[src/rtl/vector_sweep_sequencer_if.sv]
// Handshake/bus bundle between the vector sweep sequencer (master) and its
// environment: control, circuit-under-test drive/response, record stream, signature.
interface vector_sweep_sequencer_if #(
    parameter int N_IN  = 4,
    parameter int OUT_W = 1
);
    logic             start;
    logic             abort;
    logic             busy;
    logic             done;
    logic [N_IN-1:0]  dut_in;
    logic [OUT_W-1:0] dut_out;
    logic             rec_valid;
    logic             rec_ready;
    logic [N_IN-1:0]  rec_vec;
    logic [OUT_W-1:0] rec_resp;
    logic [15:0]      sig;

    modport master (
        input  start, abort, dut_out, rec_ready,
        output busy, done, dut_in, rec_valid, rec_vec, rec_resp, sig
    );

    modport slave (
        output start, abort, dut_out, rec_ready,
        input  busy, done, dut_in, rec_valid, rec_vec, rec_resp, sig
    );
endinterface

[src/rtl/vector_sweep_sequencer.sv]
// Exhaustive vector sweep: drive each input vector, settle, sample, emit (vector, response).
// Optional CRC-16-CCITT response signature compiled in with SWEEP_SIG_EN.
module vector_sweep_sequencer #(
    parameter int N_IN   = 4,
    parameter int OUT_W  = 1,
    parameter int SETTLE = 1
) (
    input  logic                     CK,
    input  logic                     reset,
    vector_sweep_sequencer_if.master bus
);
    typedef enum logic [1:0] {S_IDLE, S_SETTLE, S_EMIT} state_t;

    localparam int CNT_W = (SETTLE > 1) ? $clog2(SETTLE) : 1;
    localparam logic [CNT_W-1:0] CNT_LAST = CNT_W'(SETTLE - 1);

    state_t           r_state;
    logic [CNT_W-1:0] r_cnt;
    logic             r_busy;
    logic             r_done;
    logic [N_IN-1:0]  r_dut_in;
    logic             r_rec_valid;
    logic [N_IN-1:0]  r_rec_vec;
    logic [OUT_W-1:0] r_rec_resp;

    logic w_start, w_abort, w_capture, w_accept, w_last;

    // abort outranks everything else once a sweep is running
    assign w_start   = (r_state == S_IDLE) && bus.start && !bus.abort;
    assign w_abort   = (r_state != S_IDLE) && bus.abort;
    assign w_capture = (r_state == S_SETTLE) && !bus.abort && (r_cnt == CNT_LAST);
    assign w_accept  = (r_state == S_EMIT) && !bus.abort && r_rec_valid && bus.rec_ready;
    assign w_last    = &r_dut_in;

    always_ff @(posedge CK) begin
        if (reset) begin
            r_state     <= S_IDLE;
            r_cnt       <= '0;
            r_busy      <= 1'b0;
            r_done      <= 1'b0;
            r_dut_in    <= '0;
            r_rec_valid <= 1'b0;
            r_rec_vec   <= '0;
            r_rec_resp  <= '0;
        end else begin
            r_done <= 1'b0;
            if (w_abort) begin
                r_state     <= S_IDLE;
                r_busy      <= 1'b0;
                r_rec_valid <= 1'b0;
                r_dut_in    <= '0;
                r_cnt       <= '0;
            end else begin
                case (r_state)
                    S_IDLE: begin
                        if (w_start) begin
                            r_state  <= S_SETTLE;
                            r_dut_in <= '0;
                            r_cnt    <= '0;
                            r_busy   <= 1'b1;
                        end
                    end
                    S_SETTLE: begin
                        if (w_capture) begin
                            r_rec_resp  <= bus.dut_out;
                            r_rec_vec   <= r_dut_in;
                            r_rec_valid <= 1'b1;
                            r_state     <= S_EMIT;
                        end else begin
                            r_cnt <= r_cnt + 1'b1;
                        end
                    end
                    S_EMIT: begin
                        // terminal detection on all-ones keeps the vector counter from wrapping
                        if (w_accept) begin
                            r_rec_valid <= 1'b0;
                            if (w_last) begin
                                r_busy  <= 1'b0;
                                r_done  <= 1'b1;
                                r_state <= S_IDLE;
                            end else begin
                                r_dut_in <= r_dut_in + 1'b1;
                                r_cnt    <= '0;
                                r_state  <= S_SETTLE;
                            end
                        end
                    end
                    default: r_state <= S_IDLE;
                endcase
            end
        end
    end

`ifdef SWEEP_SIG_EN
    logic [15:0] r_sig;

    always_ff @(posedge CK) begin
        if (reset || w_start) begin
            r_sig <= 16'hFFFF;
        end else if (w_capture) begin
            r_sig <= {r_sig[14:0], 1'b0} ^ (r_sig[15] ? 16'h1021 : 16'h0000) ^ 16'(bus.dut_out);
        end
    end

    assign bus.sig = r_sig;
`else
    assign bus.sig = 16'h0000;
`endif

    assign bus.busy      = r_busy;
    assign bus.done      = r_done;
    assign bus.dut_in    = r_dut_in;
    assign bus.rec_valid = r_rec_valid;
    assign bus.rec_vec   = r_rec_vec;
    assign bus.rec_resp  = r_rec_resp;
endmodule

[src/flat_wrapper.sv]
// flat-port wrapper written by rule: the top's interface ports become plain ports
module vector_sweep_sequencer_flat 
#(
    parameter int N_IN   = 4,
    parameter int OUT_W  = 1,
    parameter int SETTLE = 1
)
  (CK, reset, bus_start, bus_abort, bus_dut_out, bus_rec_ready, bus_busy, bus_done, bus_dut_in, bus_rec_valid, bus_rec_vec, bus_rec_resp, bus_sig);
  vector_sweep_sequencer_if #(.N_IN(N_IN), .OUT_W(OUT_W)) bus_i ();
  input  logic CK;
  input  logic reset;
  input wire logic [$bits(bus_i.start)-1:0] bus_start;
  input wire logic [$bits(bus_i.abort)-1:0] bus_abort;
  input wire logic [$bits(bus_i.dut_out)-1:0] bus_dut_out;
  input wire logic [$bits(bus_i.rec_ready)-1:0] bus_rec_ready;
  output wire logic [$bits(bus_i.busy)-1:0] bus_busy;
  output wire logic [$bits(bus_i.done)-1:0] bus_done;
  output wire logic [$bits(bus_i.dut_in)-1:0] bus_dut_in;
  output wire logic [$bits(bus_i.rec_valid)-1:0] bus_rec_valid;
  output wire logic [$bits(bus_i.rec_vec)-1:0] bus_rec_vec;
  output wire logic [$bits(bus_i.rec_resp)-1:0] bus_rec_resp;
  output wire logic [$bits(bus_i.sig)-1:0] bus_sig;
  assign bus_i.start = bus_start;
  assign bus_i.abort = bus_abort;
  assign bus_i.dut_out = bus_dut_out;
  assign bus_i.rec_ready = bus_rec_ready;
  assign bus_busy = bus_i.busy;
  assign bus_done = bus_i.done;
  assign bus_dut_in = bus_i.dut_in;
  assign bus_rec_valid = bus_i.rec_valid;
  assign bus_rec_vec = bus_i.rec_vec;
  assign bus_rec_resp = bus_i.rec_resp;
  assign bus_sig = bus_i.sig;
  vector_sweep_sequencer #(.N_IN(N_IN), .OUT_W(OUT_W), .SETTLE(SETTLE)) u_core (.CK(CK), .reset(reset), .bus(bus_i));
endmodule
[config.mk]
export PLATFORM = sky130hd
export DESIGN_NAME = vector_sweep_sequencer_flat
export DESIGN_NICKNAME = d
export VERILOG_FILES = /design/src/rtl/vector_sweep_sequencer_if.sv /design/src/rtl/vector_sweep_sequencer.sv /design/src/flat_wrapper.sv
export SDC_FILE = /design/constraint.sdc
export NUM_CORES = 1
export LEC_CHECK = 0
export CAP_MARGIN = 15
export CORE_MARGIN = 4
export CORE_UTILIZATION = 40
export CTS_CLUSTER_SIZE = 10
export DETAILED_ROUTE_END_ITERATION = 6
export PLACE_DENSITY = 0.77
export SYNTH_ARGS = -nofsm -noshare
export SYNTH_HDL_FRONTEND = slang
export SYNTH_SLANG_ARGS = --single-unit
[constraint.sdc]
create_clock -name CK -period 4.6 [get_ports CK]
set_input_delay 1.15 -clock CK [delete_from_list [all_inputs] [get_ports CK]]
set_output_delay 1.15 -clock CK [all_outputs]
set_load 0.1 [all_outputs]
# ---- Word level (Yosys, flattened, before mapping)
# Cells that the tools add are included.
dict set report classes {
  n_addsub 2
  eq_ne 8
  muxes 22
  bitwise_logic 4
  reduce_logical 23
}
# operator count
set ops {}
lappend ops {{4-bit two-way mux} 3}
lappend ops {{4-bit AND reduction} 3}
lappend ops {{1-bit two-way mux} 11}
lappend ops {{3-bit AND reduction} 3}
lappend ops {{1-bit logical AND} 8}
lappend ops {{2-bit by 1-bit != test with 1-bit output, second input constant} 4}
lappend ops {{4-bit one-hot mux with 2 select lines} 1}
lappend ops {{2-bit two-way mux} 3}
lappend ops {{2-bit one-hot mux with 3 select lines} 1}
lappend ops {{2-bit nonzero test} 3}
lappend ops {{5-bit AND reduction} 1}
lappend ops {{4-bit by 1-bit adder with 4-bit output, second input constant} 1}
lappend ops {{2-bit != test, second input constant} 2}
lappend ops {{1-bit inverter} 4}
lappend ops {{1-bit one-hot mux with 2 select lines} 2}
lappend ops {{4-bit OR reduction} 1}
lappend ops {{1-bit one-hot mux with 3 select lines} 1}
lappend ops {{3-bit nonzero test} 1}
lappend ops {{2-bit by 1-bit equality test with 1-bit output, second input constant} 1}
lappend ops {{2-bit equality test, second input constant} 1}
lappend ops {{2-bit logical NOT} 1}
lappend ops {{2-bit OR reduction} 1}
lappend ops {{1-bit adder, second input constant} 1}
lappend ops {{1-bit logical NOT} 1}
dict set report word_totals {
  reg_bits 15
  in_bits 6
  output_inout_bits 28
  word_cells 67
}

# ---- Logic depth before layout (Yosys ltp)
dict set report logic_depth {
  depth_word 6
  ltp_mapped 5
  ltp_nobuf 5
}

# ---- Worst setup path before layout
# OpenSTA, ideal clock, no wires.
dict set report synth_timing {
  path_type {in2reg}
  startpoint {input bus_abort}
  endpoint {register u_core.r_dut_in[3], in the netlist u_core.bus.dut_in[3]}
  setup_time_ps 70
  t_arrival_ps 2170
  required_ps 4530
  setup_slack_ps 2360
  stages 4
  path_buffers 1
  path_cell_list {clkbuf_1 > or3_1 > or3_1 > a21oi_1}
}
dict set report synth_via {
  elab_chain_cells 6
  elab_cells_between_ends 10
  cone_classes {eq/ne: 2; reduce/logical: 8}
}
# element line_no
set synth_lines {}
lappend synth_lines {{start: declaration} flat_wrapper.sv:13} ;# input wire logic [$bits(bus_i.abort)-1:0] bus_abort;
lappend synth_lines {{1-bit logical NOT} {vector_sweep_sequencer.sv:29, vector_sweep_sequencer.sv:32}}
lappend synth_lines {{1-bit logical AND (3 in series)} vector_sweep_sequencer.sv:32} ;# assign w_accept = (r_state == S_EMIT) && !bus.abort && r_rec_valid && bus.rec_ready;
lappend synth_lines {{2-bit by 1-bit != test with 1-bit output (no source line)} --}
lappend synth_lines {{4-bit AND reduction (no source line)} --}
lappend synth_lines {{end signal: assignment} vector_sweep_sequencer.sv:82} ;# r_dut_in <= r_dut_in + 1'b1;
lappend synth_lines {{end: declaration} vector_sweep_sequencer.sv:21} ;# logic [N_IN-1:0] r_dut_in;
# Parallel ways exist; a longest one is shown, timed or not.
# A chain may end at the register's enable or synchronous reset.

# ---- Worst setup path after layout
dict set report layout_timing {
  startpoint {register u_core.r_dut_in[2], in the netlist u_core.bus.dut_in[2]}
  endpoint {output bus_dut_in[2]}
}
# element line_no
set layout_rtl {}
lappend layout_rtl {{end: declaration} flat_wrapper.sv:18} ;# output wire logic [$bits(bus_i.dut_in)-1:0] bus_dut_in;
# No word-level cell between the ends.

==> metrics <==
layout cells sized above 1 4.717%; Crit. End Element primary output; Synthesis Warnings 0; R2R depth 5; Slew @ Worst Pin 976.9 ps; Worst-path clk slew 90 ps; Cell Pwr Density 320.8 nW/µm²; GP Congestion 0.8017; Crit path largest cell delay 1190 ps; vias in the first global route 553; syn_area_per_cell 8.730 µm²; Final ANT Viol Nets 0; final setup fails 0; CTS tree done; Post-Route Skew 5.332 ps; ranking of synthesized cells by area dfxtp_1, buf_4, mux2i_1; first-pass GRT wire length 2.663 mm; Detailed Route WL 1.633 mm; Pleak 0.3397 nW; first-iteration detailed-routing DRC count 14; Max FO, Critical Path 7; fill cell count 166; cell taking the most area after synthesis dfxtp_1; largest net degree at the start of global routing 12; Synth cell types 28; sequential fraction of the synthesis area 38.65%; number of inserted diodes 0; die width 52.08 µm; CP cell instances clkdlybuf4s50_1; HPWL Detailed 1.221 mm; Worst path slowest cell clkdlybuf4s50_1; Post-synth EDFFs 0; Post-synth ARST share 0%; family with the most delay on the worst path buffers and inverters; I/O Buffers 17; max-slew violation count 0; final setup TNS 0 ps; WHS Path Cells 2; CTS sink cnt 15; drt wl/cell 12.47 µm; Synth top area share 38.65%; Top-Level Pins 34; Yosys reg bits 15; Vias/cell 5.000; Pre-antenna DRT Iters 4; Arr. time, crit path 1940 ps; initial antenna violation count 0; pre-CTS WS 1840 ps; mapped cell area 777.0 µm²; # resized after CTS 0; placement row count 15; gr ovfl total 0; RSZ-0062 raised after global routing false; Fin. Hold Viols 0; CTS Buffer Depth 2; Post-CTS Setup Inserts 0; Final WS setup 1507 ps; reg2reg end u_core.bus.dut_in[2]$_SDFFE_PP0P_; Total Routing Usage GR 13.14%; Area growth, synth to finish 19.65%; Root Driver clkbuf_4; final net count 114; Tmin final 3093 ps; Worst R2R Start u_core.bus.dut_in[0]$_SDFFE_PP0P_; HP Start u_core.r_cnt$_SDFFE_PP0P_; hold-fix buffers at CTS 0; maximum clock rate 323.3 MHz; final core occ 52.14%; DR vias 655; CTS H-tree depth 1; fin crit share 67.23%; drt drc 0; worst hold path class register to register; Max Cap Viol 0; top cells by count, synth buf_4, dfxtp_1, nor2_1; core area 1783 µm²; Synth Instances 89; Worst slew margin 34.67%; CP required 3450 ps; Initial Util 43.58%; Die Y 52.08 µm; Synth Flop Type dfxtp_1; clk_lat worst skew 280 ps; outcome completed; CP bufs+invs 1; critical path class register to primary output; VDD IR max 0.0002435 V; WHS Endpoint u_core.r_cnt$_SDFFE_PP0P_; count leader, synth buf_4; Worst R2R Setup Slack 2940 ps; Worst setup SP type register; Die ar. 2712 µm²; CTS buffer count 3
sequential cells by signal, summed over array words and instances (netlist names):
| signal | cells |
|---|---|
| u_core.bus.rec_vec | 4 |
| u_core.bus.done | 1 |
| u_core.r_state | 2 |
| u_core.r_cnt | 1 |
| u_core.bus.rec_valid | 1 |
| u_core.bus.rec_resp | 1 |
| u_core.bus.dut_in | 4 |
| u_core.bus.busy | 1 |
cell type report:
| cell class | count | area, µm² | area share (%) |
|---|---|---|---|
| multi-input cells | 68 | 394.1 | 42.40 |
| clock buffers | 4 | 26.28 | 2.826 |
| inverters | 2 | 7.507 | 0.8075 |
| repair buffers | 17 | 170.2 | 18.30 |
| flip-flops and latches | 15 | 300.3 | 32.30 |
| well taps | 25 | 31.28 | 3.365 |
metal layers:
metal | wire length (µm) | track usage (%)
met5 | 0 | 0
met4 | 9 | 2.620
met3 | 181 | 5.731
met1 | 693 | 16.84
met2 | 749 | 20.29
cell families (layout without fill, tap and decap cells):
kind of cell,after synthesis,after routing,synth area share [%]
other,1,16,0.4826
buffers and inverters,21,23,17.88
flip-flops,15,15,38.65
AO/OA/AOI/OAI,14,14,11.92
AND/OR/NAND/NOR,32,32,23.03
adder cells (fa/ha/maj),1,1,1.610
multiplexers,5,5,6.441
layout by cell type (no fill, tap or decap), types with 4 or more instances in the layout:
cell type / count
conb_1: 16
nand2b_1: 4
nand2_1: 5
dfxtp_1: 15
or3_1: 4
nor3_1: 4
mux2i_1: 5
nor2_1: 6
clkdlybuf4s50_1: 17
worst max-delay path by stage:
stage | from | end | slack (ps) | cells after the start
final | u_core.bus.dut_in[2]$_SDFFE_PP0P_ | bus_dut_in[2] | 1510 | 1
after global routing | u_core.bus.dut_in[2]$_SDFFE_PP0P_ | bus_dut_in[2] | 1460 | 1
after CTS | u_core.bus.dut_in[2]$_SDFFE_PP0P_ | bus_dut_in[2] | 1510 | 1
after detailed placement | u_core.bus.dut_in[2]$_SDFFE_PP0P_ | bus_dut_in[2] | 1840 | 1
after global placement | u_core.bus.dut_in[0]$_SDFFE_PP0P_ | bus_dut_in[0] | 1860 | 1
after floorplan | bus_abort | u_core.bus.dut_in[3]$_SDFFE_PP0P_ | 2360 | 4
metrics by stage:
| stage | power (W) | cells | hold WS, ps | instance area, µm² |
|---|---|---|---|---|
| after global placement | 0.0002254 | 127 | 474.0 | 903.4 |
| after CTS | 0.0003003 | 131 | 485.4 | 929.6 |
| after global routing | 0.0003098 | 131 | 512.4 | 929.6 |
| after floorplan | 0.0002268 | 104 | 454.8 | 833.3 |
| after detailed placement | 0.0002258 | 127 | 473.9 | 903.4 |
| final | 0.0002982 | 131 | 478.4 | 929.6 |
where the power goes:
group | switching (W) | internal, W
logic | 0.0000775 | 0.0000108
registers | 0.00000300 | 0.000132
clock network | 0.0000413 | 0.0000336
(Power assumes the default switching activity.)
